`src/rtl/jk_cmd_seq.sv`:
```
// jk_cmd_seq: command sequencer driving the J/K inputs of a WIDTH-wide J-K
// flip-flop bank. Commands {op, mask, rep} arrive over valid/ready, are
// buffered in a DEPTH-entry FIFO and each is driven for rep+1 cycles,
// back-to-back with no gap between commands.
//
// Ports:
//   clk        clock, all state updates on posedge
//   Clear      synchronous active-high reset (overrides everything)
//   abort      (only with JKSEQ_ABORT_EN) flush queue, return to idle, no done
//   cmd_valid  command present
//   cmd_ready  FIFO not full (combinational from FIFO count)
//   cmd_op     {J,K}: 00 hold, 01 reset, 10 set, 11 toggle
//   cmd_mask   flip-flops affected; unmasked bits get J=K=0
//   cmd_rep    command is issued for cmd_rep+1 consecutive cycles
//   J, K       registered J/K drive
//   busy       FIFO non-empty or a command is issuing (combinational)
//   done       registered, high in the final issue cycle of each command
//
// Optional feature macro: JKSEQ_ABORT_EN (adds the abort input).
module jk_cmd_seq #(
    parameter int unsigned WIDTH = 4,
    parameter int unsigned DEPTH = 4,
    parameter int unsigned CNT_W = 4
) (
    input  logic             clk,
    input  logic             Clear,
`ifdef JKSEQ_ABORT_EN
    input  logic             abort,
`endif
    input  logic             cmd_valid,
    output logic             cmd_ready,
    input  logic [1:0]       cmd_op,
    input  logic [WIDTH-1:0] cmd_mask,
    input  logic [CNT_W-1:0] cmd_rep,
    output logic [WIDTH-1:0] J,
    output logic [WIDTH-1:0] K,
    output logic             busy,
    output logic             done
);

    localparam int unsigned PTR_W   = (DEPTH > 1) ? $clog2(DEPTH) : 1;
    localparam int unsigned FCNT_W  = PTR_W + 1;
    localparam int unsigned ENTRY_W = 2 + WIDTH + CNT_W;

    typedef enum logic {
        IDLE  = 1'b0,
        ISSUE = 1'b1
    } state_e;

    state_e             state_q, state_d;
    logic [PTR_W-1:0]   wr_ptr_q, wr_ptr_d;
    logic [PTR_W-1:0]   rd_ptr_q, rd_ptr_d;
    logic [FCNT_W-1:0]  fcnt_q, fcnt_d;
    logic [CNT_W-1:0]   cnt_q, cnt_d;
    logic [WIDTH-1:0]   j_q, j_d;
    logic [WIDTH-1:0]   k_q, k_d;
    logic               done_q, done_d;
    logic [ENTRY_W-1:0] mem_q [DEPTH];

    logic               abort_w;
    logic               full, empty, push, pop;
    logic [ENTRY_W-1:0] head;
    logic [1:0]         head_op;
    logic [WIDTH-1:0]   head_mask;
    logic [CNT_W-1:0]   head_rep;

`ifdef JKSEQ_ABORT_EN
    assign abort_w = abort;
`else
    assign abort_w = 1'b0;
`endif

    assign full      = (fcnt_q == FCNT_W'(DEPTH));
    assign empty     = (fcnt_q == '0);
    assign cmd_ready = !full;
    // An abort cycle refuses the presented command even though ready may be high.
    assign push      = cmd_valid && !full && !abort_w;
    assign busy      = (state_q == ISSUE) || !empty;

    assign head      = mem_q[rd_ptr_q];
    assign head_op   = head[ENTRY_W-1 -: 2];
    assign head_mask = head[CNT_W +: WIDTH];
    assign head_rep  = head[CNT_W-1:0];

    assign J    = j_q;
    assign K    = k_q;
    assign done = done_q;

    // FIFO storage; contents need no reset since pointers/count gate reads.
    always_ff @(posedge clk) begin
        if (push) begin
            mem_q[wr_ptr_q] <= {cmd_op, cmd_mask, cmd_rep};
        end
    end

    // Next-state: sequencer FSM, issue counter, J/K drive and FIFO bookkeeping.
    always_comb begin
        state_d = state_q;
        cnt_d   = cnt_q;
        j_d     = j_q;
        k_d     = k_q;
        pop     = 1'b0;

        unique case (state_q)
            IDLE: begin
                j_d = '0;
                k_d = '0;
                if (!empty) begin
                    pop     = 1'b1;
                    j_d     = head_mask & {WIDTH{head_op[1]}};
                    k_d     = head_mask & {WIDTH{head_op[0]}};
                    cnt_d   = head_rep;
                    state_d = ISSUE;
                end
            end
            ISSUE: begin
                if (cnt_q != '0) begin
                    cnt_d = cnt_q - CNT_W'(1);
                end else if (!empty) begin
                    // Zero-gap handoff to the next queued command.
                    pop   = 1'b1;
                    j_d   = head_mask & {WIDTH{head_op[1]}};
                    k_d   = head_mask & {WIDTH{head_op[0]}};
                    cnt_d = head_rep;
                end else begin
                    j_d     = '0;
                    k_d     = '0;
                    state_d = IDLE;
                end
            end
            default: state_d = IDLE;
        endcase

        // done is registered: it marks the cycle whose count is zero while issuing.
        done_d   = (state_d == ISSUE) && (cnt_d == '0);

        wr_ptr_d = wr_ptr_q + PTR_W'(push);
        rd_ptr_d = rd_ptr_q + PTR_W'(pop);
        fcnt_d   = fcnt_q + FCNT_W'(push) - FCNT_W'(pop);

        if (abort_w) begin
            state_d  = IDLE;
            cnt_d    = '0;
            j_d      = '0;
            k_d      = '0;
            done_d   = 1'b0;
            wr_ptr_d = '0;
            rd_ptr_d = '0;
            fcnt_d   = '0;
        end
    end

    // State registers with synchronous Clear.
    always_ff @(posedge clk) begin
        if (Clear) begin
            state_q  <= IDLE;
            wr_ptr_q <= '0;
            rd_ptr_q <= '0;
            fcnt_q   <= '0;
            cnt_q    <= '0;
            j_q      <= '0;
            k_q      <= '0;
            done_q   <= 1'b0;
        end else begin
            state_q  <= state_d;
            wr_ptr_q <= wr_ptr_d;
            rd_ptr_q <= rd_ptr_d;
            fcnt_q   <= fcnt_d;
            cnt_q    <= cnt_d;
            j_q      <= j_d;
            k_q      <= k_d;
            done_q   <= done_d;
        end
    end

endmodule
```
`config.mk`:
```
export PLATFORM = sky130hd
export DESIGN_NAME = jk_cmd_seq
export DESIGN_NICKNAME = d
export VERILOG_FILES = /design/src/rtl/jk_cmd_seq.sv
export SDC_FILE = /design/constraint.sdc
export NUM_CORES = 1
export LEC_CHECK = 0
export CORE_MARGIN = 1
export CORE_UTILIZATION = 35
export DETAILED_ROUTE_END_ITERATION = 16
export PLACE_DENSITY = 0.59
export SYNTH_ARGS = -nofsm -noshare
export SYNTH_HDL_FRONTEND = slang
export SYNTH_SLANG_ARGS = --single-unit
```
`constraint.sdc`:
```
create_clock -name clk -period 2.85 [get_ports clk]
set_input_delay 0.4275 -clock clk [delete_from_list [all_inputs] [get_ports clk]]
set_output_delay 0.4275 -clock clk [all_outputs]
set_load 0.005 [all_outputs]
```
* After elaboration in Yosys (flattened, before gate mapping)
Memories as Yosys holds them, arrays and structs flattened. A register that Yosys moved wholly into a read port is not among the register bits.
Cells that the tools add are included.
** Storage, ports and cells
- Flip-flop bits (word level) :: 21
- Word-level logic and storage cells :: 44
- Memories :: 1
- RAM bits :: 40
** Memory list
- mem_q :: depth 4, width 10, rd ports 1, clocked after Yosys merged registers in 1, write ports 1, line 58 : logic [ENTRY_W-1:0] mem_q [DEPTH];
** Cells by class
- $add $sub $neg :: 5
- Bitwise logic cells :: 3
- Equal/unequal tests :: 2
- Reductions and logical operators :: 8
- Mux-type cells :: 17
** Operators by type and width (number)
- 4-bit 2-to-1 mux :: 6
- 4-bit one-hot mux with 2 select lines :: 3
- 4-bit AND :: 2
- 1-bit 2-to-1 mux :: 5
- 2-bit by 1-bit adder with 2-bit output :: 2
- 4-bit logical NOT :: 1
- 1-bit one-hot mux with 2 select lines :: 2
- 4-bit nonzero test :: 1
- 4-bit by 1-bit subtractor with 4-bit output (second input constant) :: 1
- 3-bit by 1-bit adder with 3-bit output :: 1
- 3-bit == test (second input constant) :: 1
- 3-bit logical NOT :: 1
- 3-bit by 1-bit subtractor with 3-bit output :: 1
- 1-bit logical AND :: 2
- 1-bit logical NOT :: 2
- 2-bit 2-to-1 mux :: 1
- 2-bit != test (second input constant) :: 1
- 1-bit logical OR :: 1
- 1-bit NOT :: 1

* Depth between registers and ports, before layout
- Depth in word-level cells :: 6
- Depth in mapped cells :: 11
- Depth with buffers taken out :: 11

* Least setup slack after synthesis
No wires, ideal clock.
- Path kind :: register to register
- Start :: reg cnt_q[0]
- End :: reg fcnt_q[2]
- Cell stages (with the launch flop) :: 12
- Buffers on the path :: 0
- Arrival time :: 2.305 ns
- Path slack :: 0.417 ns
- Setup time :: 0.128 ns
- Period minus slack after synthesis :: 2.433 ns
- Cells stage by stage :: dfxtp_1 > inv_1 > ha_1 > or3b_2 > a21oi_1 > ha_1 > inv_1 > ha_1 > fa_1 > xnor2_1 > xnor2_1 > nor2_1
** On the way
- Cells in the longest elaborated chain, start to end :: 4
** Ends and longest elaborated chain
- start, declared :: line 54 : logic [CNT_W-1:0] cnt_q, cnt_d;
- start signal, assigned :: line 169 : cnt_q <= cnt_d;
- 4-bit nonzero test :: line 117 : if (cnt_q != '0) begin
- 1-bit 2-to-1 mux :: line 117
- 1-bit one-hot mux with 2 select lines :: line 104 : unique case (state_q)
- 3-bit by 1-bit subtractor with 3-bit output :: line 139 : fcnt_d = fcnt_q + FCNT_W'(push) - FCNT_W'(pop);
- end signal, assigned :: line 168 : fcnt_q <= fcnt_d;
- end, declared :: line 53 : logic [FCNT_W-1:0] fcnt_q, fcnt_d;
No other way between the ends.
A chain may end at the register's enable or synchronous reset.

* Worst setup path in the final report
Ends and elaborated chain as after synthesis.

==> impl_metrics.toml <==
[worst_setup_path]
cp_slowest_cell = "or3b_2"
max_stage_delay_ns = 0.49
crit_type = "reg -> reg"
critical-path-top-delay-family = "adder cells"
worst_setup_path_start_kind = "flop"
worstPathRequired_ns = 3.08
r2r_start = "cnt_q[0]"
path_cells = "inv_1 -> ha_1 -> or3b_2 -> a21oi_1 -> ha_1 -> inv_1 -> ha_1 -> fa_1 -> xnor2_1 -> xnor2_1 -> nor2_1"
cp.arrival_ns = 2.85
worst-path-buf-inv = 2
end_kind = "flop"
critPathMaxFanout = 5
cp_common_cell = "ha_1"
startpoint = "cnt_q[0]"

[clocking]
htreeDepth = 3
clock_sinks = 61
cts_max_path_buffers = 2
hold_buffers = 0
ctsRootBufferMaster = "clkbuf_8"
post_cts.repair.setup_buffers = 0
cts_tree = "done"
cts_resized = 0
insertion_delay_ns = 0.33
cts_inserted_buffers = 9
path_clk_slew_ns = 0.07

[run]
drv_cap = 0

[timing]
setup_violations = 0
slew_violations = 0
fin_crit_sh_pct = 92.0
tns_ns = 0
fin_crit_ns = 2.62
fin_skew_ns = 0.00459
fmax_mhz = 381
hold_violations = 0
rsz0062_at_grt = "no"
setup_ws_ns = 0.228
worstMarginPinSlew_ns = 0.658
relSlewSlack_pct = 56.0

[drt]
drc_errors = 0
vias_per_cell = 4.69
vias = 1383
wl_met2_mm = 2.09
firstDrtPassIters = 4
routedWlPerCell_um = 14.1
drtIter0Drc = 36
wirelength_mm = 4.16
highest_layer = "met4"
ant_nets = 0
route.met3.wl_um = 152
drt-met1-wl_mm = 1.85

[power]
finalPower_mw = 2.83
ir_drop_mv = 0.516
powerDensity_mw_per_mm2 = 946
power.leakage_nw = 1.05

[global_routing]
grt_pass1_vias = 1381
grt-ovfl-total = 0
grt_max_degree = 14
grt_use_total_pct = 12.9
grt_pass1_wl_mm = 6.76
grt_antenna_before_repair = 0

[yosys]
async_reset_ff_share_pct = 0
synthesis.area_mm2 = 0.00247
netlist_top_cells_count = "40 x edfxtp_1, 21 x dfxtp_1, 17 x nor2_1"
netlist_instances = 161
synth_top_area_share_pct = 48.6
yosysSeqAreaShare_pct = 65.6
synth_area_leaders = "edfxtp_1 49%, dfxtp_1 17%, mux4_1 7.4%"
syn_area_per_cell_um2 = 15.3
synth_edf_count = 40
synth-seq-cells = 61
yosysWarnings = 0
ys_types = 35
synth-main-ff-cell = "edfxtp_1"
yosysMostFrequentCell = "edfxtp_1"
syn-num-nets = 180
yosys.area.top_type = "edfxtp_1"

[die]
fp.dieW_um = 86.0
io_pins = 24
num_rows = 30
die_h_um = 86.0
start_util_pct = 36.4
core_area_mm2 = 0.00679
dieArea_mm2 = 0.00740

[place]
placement.io_buffers = 23
place_ws_ns = 0.247
gp_congestion = 0.782
dp.final_hpwl_mm = 2.82

[finish]
diodes = 0
layout-area-overhead-vs-synth_pct = 21.0
fin_nets = 213
drive_gt1_share_pct = 14.1

[min_path]
holdCritPathClass = "reg -> reg"
hold_start = "J[2]"

[run_status]
status = "completed"
==> power by group <==
part	internal, mW	switching, mW	leakage (nW)
Clock	0.317	0.340	0.0817
Sequential	1.11	0.148	0.539
Combinational	0.490	0.426	0.426
Total	1.91	0.915	1.05
==> sequential cells by signal, indices dropped and copies added, names as in the netlist, 2 cells and up <==
name	flops
fcnt_q	3
cnt_q	4
mem_q	40
rd_ptr_q	2
K	4
wr_ptr_q	2
J	4
==> layout make-up <==
type	count	area (um2)
Multi-Input combinational cell	85	769
Sequential cell	61	1620
Clock buffer	9	124
Fill cell	597	3800
Timing Repair Buffer	29	275
Clock inverter	7	48.8
Inverter	8	30.0
Tap cell	96	120
==> worst min-delay path: stages (launching register included) <==
cell     delay (ns)
dfxtp_1        0.32
a22oi_1        0.07
nor2_1         0.08
==> cell usage in the layout (no fill, tap or decap), drive strengths merged, types with 2 or more instances in the layout <==
cell type | Yosys | layout
clkinv | 0 | 2
a22oi | 10 | 10
nand2 | 5 | 5
clkdlybuf4s50 | 0 | 23
inv | 8 | 11
dfxtp | 21 | 21
a211oi | 4 | 4
xnor2 | 4 | 4
mux4 | 10 | 10
clkinvlp | 0 | 2
clkbuf | 5 | 9
nor2b | 7 | 7
edfxtp | 40 | 40
ha | 5 | 5
nor3 | 4 | 4
nor4 | 2 | 2
buf | 2 | 6
nor2 | 17 | 17
o211a | 2 | 2
nor3b | 3 | 3
==> metal layers <==
metal / GRT usage [%] / vias to the layer above
met3: 6.45 / 6
li1: - / 684
met5: 0 / -
met1: 14.6 / 671
met2: 20.6 / 22
met4: 5.45 / 0
==> metrics by stage <==
step                hold WS, ns  cell area [um2]  utilization [%]  instances
finish                    0.512             2990             44.0        295
global route              0.541             2990             44.0        295
CTS                       0.518             2990             44.0        295
detailed placement        0.502             2820             41.5        279
global placement          0.501             2820             41.5        279
floorplan                 0.489             2470                -        161
==> kinds of logic (layout without fill, tap and decap cells) <==
group | after synthesis | count (layout) | share of synthesized area [%]
AO/OA/AOI/OAI | 22 | 22 | 7.14
XOR/XNOR | 4 | 4 | 1.42
adder cells (fa/ha/maj) | 6 | 6 | 3.34
buffers and inverters | 15 | 53 | 3.24
flip-flops | 61 | 61 | 65.6
multiplexers | 10 | 10 | 10.2
AND/OR/NAND/NOR | 43 | 43 | 9.06
==> worst paths after layout <==
check                            endpoint  slack [ns]  cells after the start
worst min-delay path                 J[2]        0.51                      2
worst max-delay path            fcnt_q[2]        0.23                     11
worst min register to register       J[2]        0.51                      2
worst max register to register  fcnt_q[2]        0.23                     11
(Power assumes the default switching activity.)
